===== config.mk =====
export PLATFORM = sky130hd
export DESIGN_NAME = step_gate_player
export DESIGN_NICKNAME = d
export VERILOG_FILES = /design/src/rtl/seq_pkg.sv /design/src/rtl/step_gate_player_gate_timer.sv /design/src/rtl/step_gate_player.sv
export SDC_FILE = /design/constraint.sdc
export NUM_CORES = 1
export LEC_CHECK = 0
export CORE_MARGIN = 2
export CORE_UTILIZATION = 55
export DETAILED_ROUTE_END_ITERATION = 6
export GPL_ROUTABILITY_DRIVEN = 0
export PLACE_DENSITY = 0.9
export SETUP_SLACK_MARGIN = 0.1
export SLEW_MARGIN = 20
export SYNTH_ARGS = -nofsm -noshare
export SYNTH_HDL_FRONTEND = slang
export SYNTH_SLANG_ARGS = --single-unit
export TNS_END_PERCENT = 5

===== constraint.sdc =====
create_clock -name CLOCK -period 2.4 [get_ports CLOCK]
set_clock_uncertainty 0.15 [all_clocks]
set_input_delay 0.48 -clock CLOCK [delete_from_list [all_inputs] [get_ports CLOCK]]
set_output_delay 0.48 -clock CLOCK [all_outputs]
set_load 0.1 [all_outputs]

===== src/rtl/seq_pkg.sv =====
// Constants and types shared between the stepper and the gate player.
package seq_pkg;

    localparam int unsigned NUM_STEPS = 8;
    localparam int unsigned STEP_W    = 4;
    localparam int unsigned ROW_W     = 4;

    typedef enum logic {
        IDLE,
        GATING
    } gate_state_t;

    typedef logic [ROW_W-1:0] pattern_row_t;

endpackage


===== src/rtl/step_gate_player_gate_timer.sv =====
// Gate-length timer: loads a cycle count on each step event and stays active
// until the count runs out or the sequencer is stopped.
module gate_timer
    import seq_pkg::*;
#(
    parameter int unsigned GATE_W = 8
) (
    input  logic              i_clk,
    input  logic              i_rst,
    input  logic              i_load,
    input  logic [GATE_W-1:0] i_len,
    input  logic              i_enable,
    output logic              o_active
);

    gate_state_t       r_state;
    logic [GATE_W-1:0] r_cnt;

    always_ff @(posedge i_clk) begin
        if (i_rst) begin
            r_state <= IDLE;
            r_cnt   <= '0;
        end else if (!i_enable) begin
            r_state <= IDLE;
            r_cnt   <= '0;
        end else if (i_load) begin
            // A zero length still counts as an event but never opens the gate.
            if (i_len != '0) begin
                r_state <= GATING;
                r_cnt   <= i_len;
            end else begin
                r_state <= IDLE;
                r_cnt   <= '0;
            end
        end else if (r_state == GATING) begin
            if (r_cnt <= GATE_W'(1)) begin
                r_state <= IDLE;
                r_cnt   <= '0;
            end else begin
                r_cnt <= r_cnt - GATE_W'(1);
            end
        end
    end

    assign o_active = (r_state == GATING);

endmodule


===== src/rtl/step_gate_player.sv =====
// Step-driven gate player: detects step advances, reads the pattern row for
// the new step and drives timed per-voice gates plus a one-cycle trigger.
module step_gate_player #(
    parameter int unsigned NUM_STEPS  = 8,
    parameter int unsigned NUM_VOICES = 4,
    parameter int unsigned GATE_W     = 8
) (
    input  logic                        CLOCK,
    input  logic                        RESET,
    input  logic                        ENABLE,
    input  logic [seq_pkg::STEP_W-1:0]  STEP_NUM,
    input  logic [GATE_W-1:0]           GATE_LEN,
    input  logic                        WR_EN,
    input  logic [seq_pkg::STEP_W-1:0]  WR_STEP,
    input  logic [NUM_VOICES-1:0]       WR_PATTERN,
    output logic [NUM_VOICES-1:0]       GATE,
    output logic                        TRIGGER,
    output logic [seq_pkg::STEP_W-1:0]  CUR_STEP,
    output logic                        BUSY
);

    localparam int unsigned STEP_W = seq_pkg::STEP_W;
    localparam int unsigned IDX_W  = $clog2(NUM_STEPS);
    localparam logic [STEP_W:0] STEP_LIMIT = (STEP_W + 1)'(NUM_STEPS);

    logic [NUM_VOICES-1:0] r_pattern [NUM_STEPS];
    logic [NUM_VOICES-1:0] r_row;
    logic [STEP_W-1:0]     r_step_q;
    logic                  r_step_valid;
    logic                  r_trigger;

    logic                  w_step_ok;
    logic                  w_wr_ok;
    logic                  w_event;
    logic [NUM_VOICES-1:0] w_row;
    logic                  w_active;

    assign w_step_ok = ({1'b0, STEP_NUM} < STEP_LIMIT);
    assign w_wr_ok   = WR_EN && ({1'b0, WR_STEP} < STEP_LIMIT);
    assign w_event   = ENABLE && w_step_ok && (!r_step_valid || (STEP_NUM != r_step_q));

    // Same-cycle write to the row being stepped into wins over the stored data.
    assign w_row = (w_wr_ok && (WR_STEP == STEP_NUM)) ? WR_PATTERN
                                                      : r_pattern[STEP_NUM[IDX_W-1:0]];

    always_ff @(posedge CLOCK) begin
        if (RESET) begin
            for (int unsigned i = 0; i < NUM_STEPS; i++) begin
                r_pattern[i] <= '0;
            end
        end else if (w_wr_ok) begin
            r_pattern[WR_STEP[IDX_W-1:0]] <= WR_PATTERN;
        end
    end

    always_ff @(posedge CLOCK) begin
        if (RESET) begin
            r_row        <= '0;
            r_step_q     <= '0;
            r_step_valid <= 1'b0;
            r_trigger    <= 1'b0;
        end else begin
            r_trigger <= w_event;
            if (!ENABLE) begin
                r_step_valid <= 1'b0;
            end else if (w_event) begin
                r_row        <= w_row;
                r_step_q     <= STEP_NUM;
                r_step_valid <= 1'b1;
            end
        end
    end

    gate_timer #(
        .GATE_W(GATE_W)
    ) u_gate_timer (
        .i_clk    (CLOCK),
        .i_rst    (RESET),
        .i_load   (w_event),
        .i_len    (GATE_LEN),
        .i_enable (ENABLE),
        .o_active (w_active)
    );

    assign GATE     = w_active ? r_row : '0;
    assign TRIGGER  = r_trigger;
    assign CUR_STEP = r_step_q;
    assign BUSY     = w_active;

endmodule

# [After elaboration in Yosys (flattened, before gate mapping)]
# Memories as Yosys holds them, arrays and structs flattened. A register that Yosys moved wholly into a read port is not among the register bits.
# Index checks and enable logic that the tools add are counted.
[word_totals] latchBits=0 elab_cells=39 mem_bits_rw=32 rom_bits=0 ff_bits=15 n_memories=1
[classes] n_div=0 magnitude_cmp=3 reduce_logical=10 shifts=0 bitwise_logic=1 multipliers=0 n_eq_ne=1 add_sub_neg=1 muxes=17
[mem_list] memory="r_pattern" depth=8 width=4 read_ports=1 rd_clocked_by_memory_dff=1 wr=8 line="step_gate_player.sv:26" text="logic [NUM_VOICES-1:0] r_pattern [NUM_STEPS];"
[ops] cell="8-bit two-way mux" count=4
[ops] cell="1-bit two-way mux" count=10
[ops] cell="8-bit by 1-bit less-or-equal comparator with 1-bit output, second input constant" count=1
[ops] cell="4-bit less-than comparator, second input constant" count=2
[ops] cell="4-bit two-way mux" count=2
[ops] cell="8-bit nonzero test" count=1
[ops] cell="8-bit by 1-bit subtractor with 8-bit output, second input constant" count=1
[ops] cell="4-bit != test" count=1
[ops] cell="4-bit OR reduction" count=1
[ops] cell="1-bit logical AND" count=3
[ops] cell="3-bit two-way mux" count=1
[ops] cell="2-bit AND reduction" count=1
[ops] cell="2-bit nonzero test" count=1
[ops] cell="2-bit OR reduction" count=1
[ops] cell="1-bit logical NOT" count=1
[ops] cell="1-bit logical OR" count=1
[ops] cell="1-bit NOT" count=1

# [Depth between registers and ports, before layout]
[depth] word_depth=7 depth_mapped=6 mapped_depth_nobuf=6

# [Hierarchy]
# A second synthesis with hierarchy kept.
[unflattened] hier_cells=233 hier_area_um2=2686.3
[by_module_without_submodules] mod="step_gate_player" seq_area_each_um2=1161.1 cells_each=163 instances=1 area_each_um2=2077.0
[by_module_without_submodules] mod="gate_timer" seq_area_each_um2=180.2 cells_each=70 instances=1 area_each_um2=609.3

# [Worst setup path after synthesis]
# No wires, ideal clock.
[synth_timing] path_kind="register to output" from="register u_gate_timer.r_state (netlist: u_gate_timer.o_active)" to="output GATE[0]" n_path_buf=0 t_arrival_ns=2.615 path_slack_ns=-0.845 path_stages_with_launch=3 cell_sequence="dfxtp_1 inv_1 nor2_1"
[synth_via] elab_chain_len=1
[synth_lines] item="start, declared" line="step_gate_player_gate_timer.sv:16" text="gate_state_t r_state;"
[synth_lines] item="start signal, assigned" line="step_gate_player_gate_timer.sv:21" text="r_state <= IDLE;"
[synth_lines] item="start signal, assigned" line="step_gate_player_gate_timer.sv:24" text="r_state <= IDLE;"
[synth_lines] item="start signal, assigned" line="step_gate_player_gate_timer.sv:29" text="r_state <= GATING;"
[synth_lines] item="4-bit two-way mux" line="step_gate_player.sv:85" text="assign GATE = w_active ? r_row : '0;"
[synth_lines] item="end, declared" line="step_gate_player.sv:16" text="output logic [NUM_VOICES-1:0] GATE,"
# No other way between the ends.

==> flow_results.org <==
** Power and ir drop
- Power comes to 0.00177 W.
- In this run the static leakage power is 1.22 nW.
- In this run the power density over the cells is 545 nW/um^2.
- Across the VDD grid, the largest voltage drop is 0.369 mV.

** Clocking
- For the worst-skew pair, the clock arrives at the later sink with an insertion delay of 0.31 ns.
- The clock drives 51 sinks.
- TritonCTS built the clock tree.
- Count of buffers added by post-CTS timing repair for setup :: 0
- Clock root buffer :: sky130_fd_sc_hd__clkbuf_8
- Clock-pin slew was measured on the worst setup and hold paths at 0.10 ns.
- Clock tree synthesis inserted a total of 5 buffers.
- Deepest level of the CTS H-tree :: 2
- The longest clock path from root to sink contains 2 buffers.

** Placed design
- Half-perimeter wire length after placement :: 4310 um
- Setup slack after placement :: -0.0533 ns
- Buffers placed on the I/O ports in this run total 33.

** Global routing
- Met2 global-route usage :: 0.372
- Across every metal layer, demand over resource in global routing totals 0.231.
- After global routing the overflow that remains totals 0.
- The first global-routing pass estimated 9340 um of wire.
- Number of antenna violations at the first check in global routing :: 0
- Global-route met3 utilization :: 0.0562
- In this run the most used layer during global routing was met2.
- Entering global routing, the biggest net connects 19 pins.
- The via count of the first global-routing pass came to a little under 2000.
- For this run, global-route usage on met1 was measured as 0.308.

** Drt
- Vias post-DR :: between 1500 and 2000
- Final routed wire length divided by cell count :: roughly 17 um
- ANT nets after route :: 0
- Vias per inst :: 5.80
- The routed design has 5790 um of wire.
- The first TritonRoute pass finished after 4 iterations.
- After detailed routing, the number of remaining DRC violations is 0.
- Detailed router's first-iteration violation count :: 127

** Timing
- Static timing analysis puts the maximum clock frequency at ~0.47 GHz.
- Final Hold Viols :: 0
- Shortest clock period the worst path allows after layout :: between 2 and 2.5 ns
- Relative slew margins :: 0.553
- The total count of max-transition violations in the final report was 0.
- Setup repair after global routing missed its margin :: no
- Part of the cycle the worst path needs :: 0.890
- Total negative slack for setup checks :: 0 ns
- At the pin with the least slew margin, the transition time is 0.664 ns.
- Setup violators final :: 0
- After layout, the worst setup slack is ~0.26 ns.

** Floorplanning
- For this configuration, the core starts out at a cell density of 0.567.
- The region available for standard cell placement spans 4690 sq um.
- Die Wd :: between 70 and 80 um
- Number of ports placed on the die boundary :: 34
- The die is 73.5 um tall.
- Area enclosed by the die boundary :: 5410 sq um
- The floorplan has 25 rows.

** Logic synthesis
- Counting flops and latches in the post-synthesis netlist gives slightly above 50.
- For this run, the leading register cell type out of synthesis is sky130_fd_sc_hd__edfxtp_1.
- The cell area that synthesis handed to floorplanning was between 2000 and 3000 sq um.
- Synthesis instantiated 40 different standard cells from the library.
- Number of enable flip-flop cells after synthesis :: 32
- Share of flip-flops with an asynchronous set or reset after synthesis :: 0
- The Yosys step of the flow raised 0 warnings.
- Post-Synthesis Cells :: 239
- Post-Syn Nets :: 265
- For this run, the register share of the synthesized area comes to 0.504.
- Synthesized area divided by synthesized cell count :: 11.1 sq um

** Cells and area
- Fraction of final layout cells with drive strength greater than 1 :: 0.201
- Layout Nets :: 308
- Fill cell instance count of the final layout :: roughly 330
- From synthesis to final layout, the design area changed by 21.7%.
- Highest-count cells in the layout ignoring fill and taps :: sky130_fd_sc_hd__and2_1 (32), sky130_fd_sc_hd__edfxtp_1 (32), sky130_fd_sc_hd__clkdlybuf4s50_1 (23)
- The number of antenna diodes in the final layout is 0.
- Measured on the finished design, the core utilization comes to 0.690.

** Critical path
- Of all nets on the critical path, the largest fanout is 5.
- STA classifies the critical path startpoint as an input port.
- Setup crit end kind :: flop
- The most critical setup path has its endpoint at r_pattern[4][1].
- Data required time at the worst endpoint :: 2.28 ns
- Worst setup path class :: in2reg
- Data arrival at the endpoint of the critical path :: 2.01 ns
- Capture point of the worst reg-to-reg path :: u_gate_timer.r_cnt[7]
- Cells on worst reg2reg path :: 7
- Across all register-to-register paths, the minimum setup slack is 0.29 ns.
- In this run the worst setup path begins at WR_EN.
- The startpoint identified for the worst register-to-register timing path is u_gate_timer.r_cnt[0].

** Run status
- Status :: complete, no violations

** Job
- Total of max-cap violations :: 0

** Min path
- The path class of the tightest hold or removal check is reg2reg.
## cell usage after synthesis (all sizes together) (2+ instances only)
| library cell | number | area, sq um |
|---|---|---|
| a21oi | 12 | 60.1 |
| a221oi | 4 | 35.0 |
| a22oi | 4 | 30.0 |
| a311oi | 2 | 30.0 |
| a31oi | 2 | 12.5 |
| and2 | 32 | 200 |
| buf | 6 | 55.1 |
| clkbuf | 4 | 15.0 |
| dfxtp | 19 | 380 |
| edfxtp | 32 | 961 |
| ha | 2 | 25.0 |
| inv | 8 | 30.0 |
| mux2i | 17 | 170 |
| mux4 | 4 | 90.1 |
| nand2 | 5 | 18.8 |
| nand2b | 9 | 56.3 |
| nand3 | 7 | 35.0 |
| nand3b | 2 | 15.0 |
| nor2 | 20 | 80.1 |
| nor2b | 6 | 37.5 |
| nor3 | 3 | 15.0 |
| nor3b | 4 | 30.0 |
| nor4 | 4 | 25.0 |
| o211ai | 2 | 15.0 |
| o21ai | 2 | 10.0 |
| or2 | 10 | 62.6 |
| or4 | 2 | 15.0 |
| xnor2 | 3 | 26.3 |
| xor2 | 4 | 42.6 |
## area by class of cell
type	count	area, sq um	area share
Multi-Input combinational cell	170	1250	0.388
Clock buffer	5	68.8	0.0213
Sequential cell	51	1340	0.415
Timing Repair Buffer	46	453	0.140
Tap cell	54	67.6	0.0209
Clock inverter	3	20.0	0.00618
Inverter	8	30.0	0.00928
## kinds of logic (layout without fill, tap and decap cells)
kind of cell / count (synthesis) / count (layout) / synth area share
XOR/XNOR: 7 / 7 / 0.0259
multiplexers: 21 / 21 / 0.0978
AND/OR/NAND/NOR: 106 / 106 / 0.228
adder cells (fa/ha/maj): 2 / 2 / 0.00941
buffers and inverters: 18 / 62 / 0.0376
flip-flops: 51 / 51 / 0.504
AO/OA/AOI/OAI: 34 / 34 / 0.0974
## stage by stage
stage | area (sq um) | hold WS, ns | instances
after floorplan | 2690 | 0.276 | 239
after global placement | 3140 | 0.290 | 329
after detailed placement | 3140 | 0.293 | 329
after CTS | 3230 | 0.307 | 337
after global routing | 3240 | 0.325 | 337
final | 3240 | 0.306 | 337
## where the power goes
part           switching [W]  internal (W)  total [W]
sequential         0.0000231      0.000974   0.000997
clock               0.000284      0.000203   0.000487
combinational       0.000157      0.000125   0.000281
## state kept, by name, summed over array words and instances (netlist names)
name,cells
r_step_valid,1
CUR_STEP,4
r_row,4
u_gate_timer.o_active,1
u_gate_timer.r_cnt,8
r_pattern,32
TRIGGER,1
## worst min path at each step
| stage | from | end | slack, ns | cells after the start |
|---|---|---|---|---|
| floorplan | r_step_valid | r_step_valid | 0.28 | 2 |
| global placement | r_step_valid | r_step_valid | 0.29 | 2 |
| detailed placement | r_step_valid | r_step_valid | 0.29 | 2 |
| CTS | r_step_valid | r_step_valid | 0.31 | 2 |
| global route | r_step_valid | r_step_valid | 0.33 | 2 |
| finish | r_step_valid | r_step_valid | 0.31 | 2 |
## timing repair
item,in CTS,in global routing
resized for setup,0,1
hold buffers,0,0
endpoints found under the setup margin,0,7
## per-layer routing
metal,wire [um],share of wire,vias up
met1,2520,0.43,922
met4,92,0.016,0
met5,0,0,-
met3,403,0.070,11
li1,-,-,948
met2,2780,0.48,73
## critical path: stages
cell	delay [ns]
sky130_fd_sc_hd__clkdlybuf4s50_1	0.48
sky130_fd_sc_hd__nor3b_1	0.36
sky130_fd_sc_hd__nand2b_1	0.18
sky130_fd_sc_hd__nor2_1	0.29
sky130_fd_sc_hd__or2_2	0.22
No activity file was read; power rests on OpenSTA's default activity.
